## src/rtl/rv32_decode.sv

```systemverilog
// RV32I decode stage: one-entry registered output slot holding the ALU control bundle,
// with valid/ready handshakes on both sides and a flush that drops held and incoming work.
module rv32_decode #(
    parameter int PC_BITS  = 32,
    parameter int CNT_BITS = 32
) (
    input  logic                i_clk,
    input  logic                i_reset,
    input  logic                i_valid,
    output logic                o_ready,
    input  logic [31:0]         i_instr,
    input  logic [PC_BITS-1:0]  i_pc,
    input  logic                i_flush,
    output logic                o_valid,
    input  logic                i_ready,
    output logic [PC_BITS-1:0]  o_pc,
    output logic [PC_BITS-1:0]  o_npc,
    output logic [2:0]          o_ALUop,
    output logic [2:0]          o_func3,
    output logic                o_func7,
    output logic [31:0]         o_imm,
    output logic [4:0]          o_rs1,
    output logic [4:0]          o_rs2,
    output logic [4:0]          o_rd,
    output logic                o_reg_we,
    output logic                o_mem_rd,
    output logic                o_mem_wr,
    output logic                o_illegal,
    output logic [CNT_BITS-1:0] o_dec_count
);

    localparam logic [6:0] OP_R      = 7'b0110011;
    localparam logic [6:0] OP_IMM    = 7'b0010011;
    localparam logic [6:0] OP_LOAD   = 7'b0000011;
    localparam logic [6:0] OP_STORE  = 7'b0100011;
    localparam logic [6:0] OP_BRANCH = 7'b1100011;
    localparam logic [6:0] OP_LUI    = 7'b0110111;
    localparam logic [6:0] OP_AUIPC  = 7'b0010111;
    localparam logic [6:0] OP_JAL    = 7'b1101111;
    localparam logic [6:0] OP_JALR   = 7'b1100111;
    localparam logic [6:0] OP_FENCE  = 7'b0001111;

    logic [6:0]  w_opcode;
    logic [2:0]  w_f3;
    logic [6:0]  w_f7;
    logic [4:0]  w_rd;
    logic [31:0] w_immI, w_immS, w_immB, w_immU, w_immJ;
    logic [2:0]  w_aluop;
    logic [31:0] w_imm;
    logic        w_func7, w_we, w_mr, w_mw, w_ill;
    logic        w_accept, w_consume;

    logic                r_valid;
    logic [PC_BITS-1:0]  r_pc, r_npc;
    logic [2:0]          r_aluop, r_func3;
    logic                r_func7;
    logic [31:0]         r_imm;
    logic [4:0]          r_rs1, r_rs2, r_rd;
    logic                r_we, r_mr, r_mw, r_ill;
    logic [CNT_BITS-1:0] r_count;

    assign w_opcode = i_instr[6:0];
    assign w_f3     = i_instr[14:12];
    assign w_f7     = i_instr[31:25];
    assign w_rd     = i_instr[11:7];

    assign w_immI = {{20{i_instr[31]}}, i_instr[31:20]};
    assign w_immS = {{20{i_instr[31]}}, i_instr[31:25], i_instr[11:7]};
    assign w_immB = {{19{i_instr[31]}}, i_instr[31], i_instr[7], i_instr[30:25], i_instr[11:8], 1'b0};
    assign w_immU = {i_instr[31:12], 12'b0};
    assign w_immJ = {{11{i_instr[31]}}, i_instr[31], i_instr[19:12], i_instr[20], i_instr[30:21], 1'b0};

    // Opcodes whose low bits are not 11 never match the table, so they land in default as illegal.
    always_comb begin
        w_aluop = 3'd0;
        w_imm   = 32'd0;
        w_func7 = 1'b0;
        w_we    = 1'b0;
        w_mr    = 1'b0;
        w_mw    = 1'b0;
        w_ill   = 1'b0;
        case (w_opcode)
            OP_R: begin
                w_aluop = 3'd2;
                w_we    = 1'b1;
                w_func7 = i_instr[30];
                if (w_f7 != 7'b0000000 && w_f7 != 7'b0100000)
                    w_ill = 1'b1;
                else if (w_f7 == 7'b0100000 && w_f3 != 3'd0 && w_f3 != 3'd5)
                    w_ill = 1'b1;
            end
            OP_IMM: begin
                w_aluop = 3'd3;
                w_we    = 1'b1;
                w_imm   = w_immI;
                if (w_f3 == 3'd1) begin
                    w_imm   = {27'b0, i_instr[24:20]};
                    w_func7 = i_instr[30];
                    w_ill   = (w_f7 != 7'b0000000);
                end else if (w_f3 == 3'd5) begin
                    w_imm   = {27'b0, i_instr[24:20]};
                    w_func7 = i_instr[30];
                    w_ill   = (w_f7 != 7'b0000000) && (w_f7 != 7'b0100000);
                end
            end
            OP_LOAD: begin
                w_we  = 1'b1;
                w_mr  = 1'b1;
                w_imm = w_immI;
                w_ill = (w_f3 == 3'd3) || (w_f3 == 3'd6) || (w_f3 == 3'd7);
            end
            OP_STORE: begin
                w_mw  = 1'b1;
                w_imm = w_immS;
                w_ill = (w_f3 > 3'd2);
            end
            OP_BRANCH: begin
                w_aluop = 3'd1;
                w_imm   = w_immB;
                w_ill   = (w_f3 == 3'd2) || (w_f3 == 3'd3);
            end
            OP_LUI: begin
                w_aluop = 3'd4;
                w_we    = 1'b1;
                w_imm   = w_immU;
            end
            OP_AUIPC: begin
                w_aluop = 3'd5;
                w_we    = 1'b1;
                w_imm   = w_immU;
            end
            OP_JAL: begin
                w_aluop = 3'd6;
                w_we    = 1'b1;
                w_imm   = w_immJ;
            end
            OP_JALR: begin
                w_aluop = 3'd7;
                w_we    = 1'b1;
                w_imm   = w_immI;
                w_ill   = (w_f3 != 3'd0);
            end
            OP_FENCE: begin
                w_aluop = 3'd3;
            end
            default: begin
                w_ill = 1'b1;
            end
        endcase
    end

    assign o_ready   = !r_valid || i_ready;
    assign w_accept  = i_valid && o_ready && !i_flush;
    assign w_consume = r_valid && i_ready && !i_flush;

    always_ff @(posedge i_clk or negedge i_reset) begin
        if (!i_reset) begin
            r_valid <= 1'b0;
            r_pc    <= '0;
            r_npc   <= '0;
            r_aluop <= '0;
            r_func3 <= '0;
            r_func7 <= 1'b0;
            r_imm   <= '0;
            r_rs1   <= '0;
            r_rs2   <= '0;
            r_rd    <= '0;
            r_we    <= 1'b0;
            r_mr    <= 1'b0;
            r_mw    <= 1'b0;
            r_ill   <= 1'b0;
            r_count <= '0;
        end else begin
            if (i_flush)
                r_valid <= 1'b0;
            else if (w_accept)
                r_valid <= 1'b1;
            else if (i_ready)
                r_valid <= 1'b0;

            if (w_consume)
                r_count <= r_count + CNT_BITS'(1);

            // Illegal instructions still present a bundle but must never write state.
            if (w_accept) begin
                r_pc    <= i_pc;
                r_npc   <= i_pc + PC_BITS'(4);
                r_aluop <= w_aluop;
                r_func3 <= w_f3;
                r_func7 <= w_func7;
                r_imm   <= w_imm;
                r_rs1   <= i_instr[19:15];
                r_rs2   <= i_instr[24:20];
                r_rd    <= w_rd;
                r_we    <= w_we && !w_ill && (w_rd != 5'd0);
                r_mr    <= w_mr && !w_ill;
                r_mw    <= w_mw && !w_ill;
                r_ill   <= w_ill;
            end
        end
    end

    assign o_valid     = r_valid;
    assign o_pc        = r_pc;
    assign o_npc       = r_npc;
    assign o_ALUop     = r_aluop;
    assign o_func3     = r_func3;
    assign o_func7     = r_func7;
    assign o_imm       = r_imm;
    assign o_rs1       = r_rs1;
    assign o_rs2       = r_rs2;
    assign o_rd        = r_rd;
    assign o_reg_we    = r_we;
    assign o_mem_rd    = r_mr;
    assign o_mem_wr    = r_mw;
    assign o_illegal   = r_ill;
    assign o_dec_count = r_count;

endmodule
```

## config.mk

```make
export PLATFORM = sky130hd
export DESIGN_NAME = rv32_decode
export DESIGN_NICKNAME = d
export VERILOG_FILES = /design/src/rtl/rv32_decode.sv
export SDC_FILE = /design/constraint.sdc
export NUM_CORES = 1
export LEC_CHECK = 0
export BUFFER_PORTS_ARGS = -buffer_cell sky130_fd_sc_hd__buf_2
export CAP_MARGIN = 20
export CELL_PAD_IN_SITES_DETAIL_PLACEMENT = 1
export CELL_PAD_IN_SITES_GLOBAL_PLACEMENT = 1
export CORE_UTILIZATION = 40
export CTS_BUF_LIST = sky130_fd_sc_hd__clkbuf_4 sky130_fd_sc_hd__clkbuf_8
export DETAILED_ROUTE_END_ITERATION = 12
export PLACE_DENSITY = 0.91
export SLEW_MARGIN = 20
export SYNTH_ARGS = -nofsm -noshare
export SYNTH_HDL_FRONTEND = slang
export SYNTH_SLANG_ARGS = --single-unit
export TNS_END_PERCENT = 5
```

## constraint.sdc

```tcl
create_clock -name i_clk -period 2.2 [get_ports i_clk]
set_input_delay 0.11 -clock i_clk [delete_from_list [all_inputs] [get_ports i_clk]]
set_output_delay 0.11 -clock i_clk [all_outputs]
set_load 0.01 [all_outputs]
```

==> impl_metrics.env <==
export IMPL_outcome="completed"
export IMPL_p_comb_share_pct=18.5
export IMPL_seqPwrFrac_pct=48.0
export IMPL_clock_latency_ns=0.47
export IMPL_min_delay_start="i_pc[12]"
export IMPL_drt_iter0_markers=256
export IMPL_rsz0062_at_grt="false"
export IMPL_cts_sinks=153
export IMPL_start_util_pct=41.3
export IMPL_ys_seq_area_share_pct=53.0
export IMPL_fmax_mhz=501
export IMPL_cts_made_buffers=17
export IMPL_critPathTopFamily="simple AND/OR/NAND/NOR gates"
export IMPL_finalSetupViolCount=0
export IMPL_p_switching_mw=2.16
export IMPL_ys_types=68
export IMPL_ys_seq_elements=153
export IMPL_area_growth_syn_to_layout_pct=32.7
export IMPL_synth_area_leader_cell="dfrtp_1"
export IMPL_ant_nets=0
export IMPL_cp_slowest_stage_delay_ns=0.42
export IMPL_async_flop_share_pct=100
export IMPL_gp_routability_congestion=0.888
export IMPL_rr_endpoint="o_dec_count[26]"
export IMPL_worstPathArrival_ns=2.39
export IMPL_p_int_mw=4.64
export IMPL_pwr_share_clk_pct=33.5
export IMPL_num_rows=48
export IMPL_synth_area_leaders="dfrtp_1 (53%), nand2_1 (12%), xnor2_1 (4.7%)"
export IMPL_cp_num_buf_inv=0
export IMPL_netlist_area_um2=7220
export IMPL_p_leak_nw=4.84
export IMPL_synth_edf_count=0
export IMPL_fin_skew_ns=0.0154
export IMPL_cts_tree="done"
export IMPL_crit_required_ns=2.60
export IMPL_setup_tns_ns=0
export IMPL_die_y_um=136
export IMPL_ir_worst_vdd_mv=0.406
export IMPL_power_density_nw_per_um2=710
export IMPL_ff2ff_path_depth=6
export IMPL_worst_pin_slew_ns=0.627
export IMPL_reg2reg_from="o_dec_count[0]"
export IMPL_synth_ff_type="dfrtp_1"
export IMPL_r2r_setup_slack_ns=0.20
export IMPL_num_vias=6802
export IMPL_remaining_drc_errors=0
export IMPL_synth_warning_count=0
export IMPL_clockBufferDepth=2
export IMPL_slew_violations=0
export IMPL_finalHoldViolations=0
export IMPL_final_net_count=1089
export IMPL_fp_dieW_um=136
export IMPL_min_path_cells=3
export IMPL_dp_hpwl_um=16600
export IMPL_final_cell_area_um2=9580
export IMPL_fin_crit_sh_pct=90.7
export IMPL_place_area_um2=8560
export IMPL_die_area_um2=18600
export IMPL_wl_per_cell_um=19.9
export IMPL_swShare_pct=31.8
export IMPL_cts_htree_levels=4
export IMPL_hold_end="o_pc[12]"
export IMPL_via_per_inst=5.41
export IMPL_path_class="reg2reg"
export IMPL_grt_ovfl_total=0
export IMPL_grt_first_pass_wirelength_um=39300
export IMPL_setup_worst_path_end_class="register"
export IMPL_core_region_area_um2=17500
export IMPL_synth_top_cell_area_share_pct=53.0
export IMPL_grt_usage_pct=27.8
export IMPL_slew_headroom_pct=58.2
export IMPL_clk_pin_slew_ns=0.10
export IMPL_port_buffers=224
export IMPL_cts_root_buf="clkbuf_8"
export IMPL_first_pass_iters=4
export IMPL_critPathLaunchType="register"
export IMPL_io_pins=225
export IMPL_drt_wl_total_um=25000
export IMPL_syn_nets=818
export IMPL_cp_cell_sequence="ha_1 > nand4b_4 > nor4_4 > nand4_2 > nor3_1 > xor2_1"
export IMPL_grt_antenna_before_repair=1
export IMPL_crit_fanout=7
export IMPL_drive_gt1_share_pct=28.9
export IMPL_postSynthCellCount=747
export IMPL_grt_pass1_vias=7263
export IMPL_syn_avg_cell_area_um2=9.66
export IMPL_nFillCells=2036
export IMPL_hold_class="in2reg"
export IMPL_fin_crit_ns=2.00
export IMPL_grt_max_degree=87
export IMPL_cap_viol_max_count=0
export IMPL_slowest_stage="dfrtp_1"
## placed cells by master, fill, tap and decap left out, drive strengths merged, types with 6 or more instances in the layout
cell         count
xnor2           39
buf            233
inv             19
clkbuf          18
nor4            16
nand2          224
dfrtp          153
xor2            21
dlygate4sd3     60
nand4           13
nor2            33
a211oi           8
nand3           18
o21ai           59
and3             8
a22o             6
a221o           11
nor3            17
## power by group through the flow
stage	logic (mW)	clock network, mW	registers (mW)
2_1_floorplan	0.417	0	3.41
3_3_place_gp	1.10	0	3.28
3_5_place_dp	1.16	0	3.30
4_1_cts	1.25	2.32	3.26
5_1_grt	1.38	2.42	3.29
6_report	1.26	2.28	3.26
## worst max-delay path by stage
stage          slack [ns]           start  cells past startpoint              end
6_report             0.20  o_dec_count[0]                      6  o_dec_count[26]
3_5_place_dp         0.19      i_instr[2]                      6        o_imm[30]
4_1_cts              0.20  o_dec_count[0]                      6  o_dec_count[24]
2_1_floorplan        0.42  o_dec_count[0]                      6  o_dec_count[22]
5_1_grt             0.007  o_dec_count[0]                      6  o_dec_count[28]
3_3_place_gp         0.29      i_instr[2]                      6        o_imm[26]
## area by class of cell
cell class              count  area (µm²)  area share (%)
repair buffers            293        1850            19.3
multi-input cells         539        3150            32.9
inverters                  14        52.6           0.549
diodes                      1        2.50          0.0261
flip-flops and latches    153        3830            40.0
clock buffers              18         248            2.59
well taps                 225         282            2.94
clock inverters            14         164            1.71
## registers in the layout, indices dropped and copies added, names as in the netlist
signal and flops:
o_npc 30, o_func7 1, o_ALUop 3, o_rs2 5
o_reg_we 1, o_mem_wr 1, o_mem_rd 1, o_imm 32
o_rs1 5, o_dec_count 32, o_rd 5, o_valid 1
o_func3 3, o_illegal 1, o_pc 32
## tightest hold or removal path: stages
cell and delay (ns):
buf_2 0.12, inv_1 0.11, o21ai_0 0.11
## through the flow
| step | utilization (%) | cells | worst slack (ns) | hold WS (ns) | power, mW |
|---|---|---|---|---|---|
| floorplan | - | 747 | 0.424 | -0.186 | 3.83 |
| global placement | 49.0 | 1164 | 0.294 | 0.135 | 4.39 |
| detailed placement | 49.0 | 1164 | 0.194 | 0.140 | 4.46 |
| CTS | 54.7 | 1256 | 0.200 | 0.0208 | 6.82 |
| global route | 54.8 | 1257 | 0.00663 | 0.0630 | 7.10 |
| finish | 54.8 | 1257 | 0.204 | 0.0504 | 6.80 |
## what timing repair did
| item | in CTS | in global routing |
|---|---|---|
| gates resized for setup | 0 | 1 |
| setup buffers | 0 | 0 |
| hold buffers | 60 | 0 |
| endpoints found under the setup margin | 0 | 1 |
| endpoints found under the hold margin | 154 | 0 |
## metal layers
layer | global-route usage [%] | up-vias | share of wire (%)
met5 | 0 | - | 0
met4 | 14.1 | 0 | 3.9
met3 | 6.52 | 62 | 6.2
met2 | 46.6 | 253 | 49
met1 | 33.2 | 3412 | 41
li1 | - | 3075 | -
## cells by family after synthesis
family | count (synthesis) | synth area share, %
and+or+nand+nor | 359 | 24.7
DFF | 153 | 53.0
muxes | 3 | 0.451
buffers and inverters | 55 | 3.43
xor gates and xnor gates | 60 | 7.28
AOI/OAI and AO/OA | 115 | 10.7
adders and majority gates | 2 | 0.347
## cell usage after synthesis, types with 3 or more instances
master / count
nand2_1: 223
dfrtp_1: 153
o21ai_0: 45
xnor2_1: 39
nor2_1: 33
xor2_1: 21
nand3_1: 16
nor3_1: 15
buf_2: 14
clkbuf_1: 14
inv_1: 14
o21ai_1: 13
a221o_1: 11
nand4_1: 9
a211oi_1: 8
and3_1: 8
buf_1: 7
nor4_2: 7
a22o_1: 6
nor4_1: 6
a22oi_1: 5
and4_1: 5
a21oi_1: 4
and2_1: 4
buf_4: 4
a31oi_1: 3
nand2b_1: 3
nand3b_1: 3
nor2b_1: 3
nor4_4: 3
or2_2: 3
Note: power is estimated with default switching activity, not from simulation.
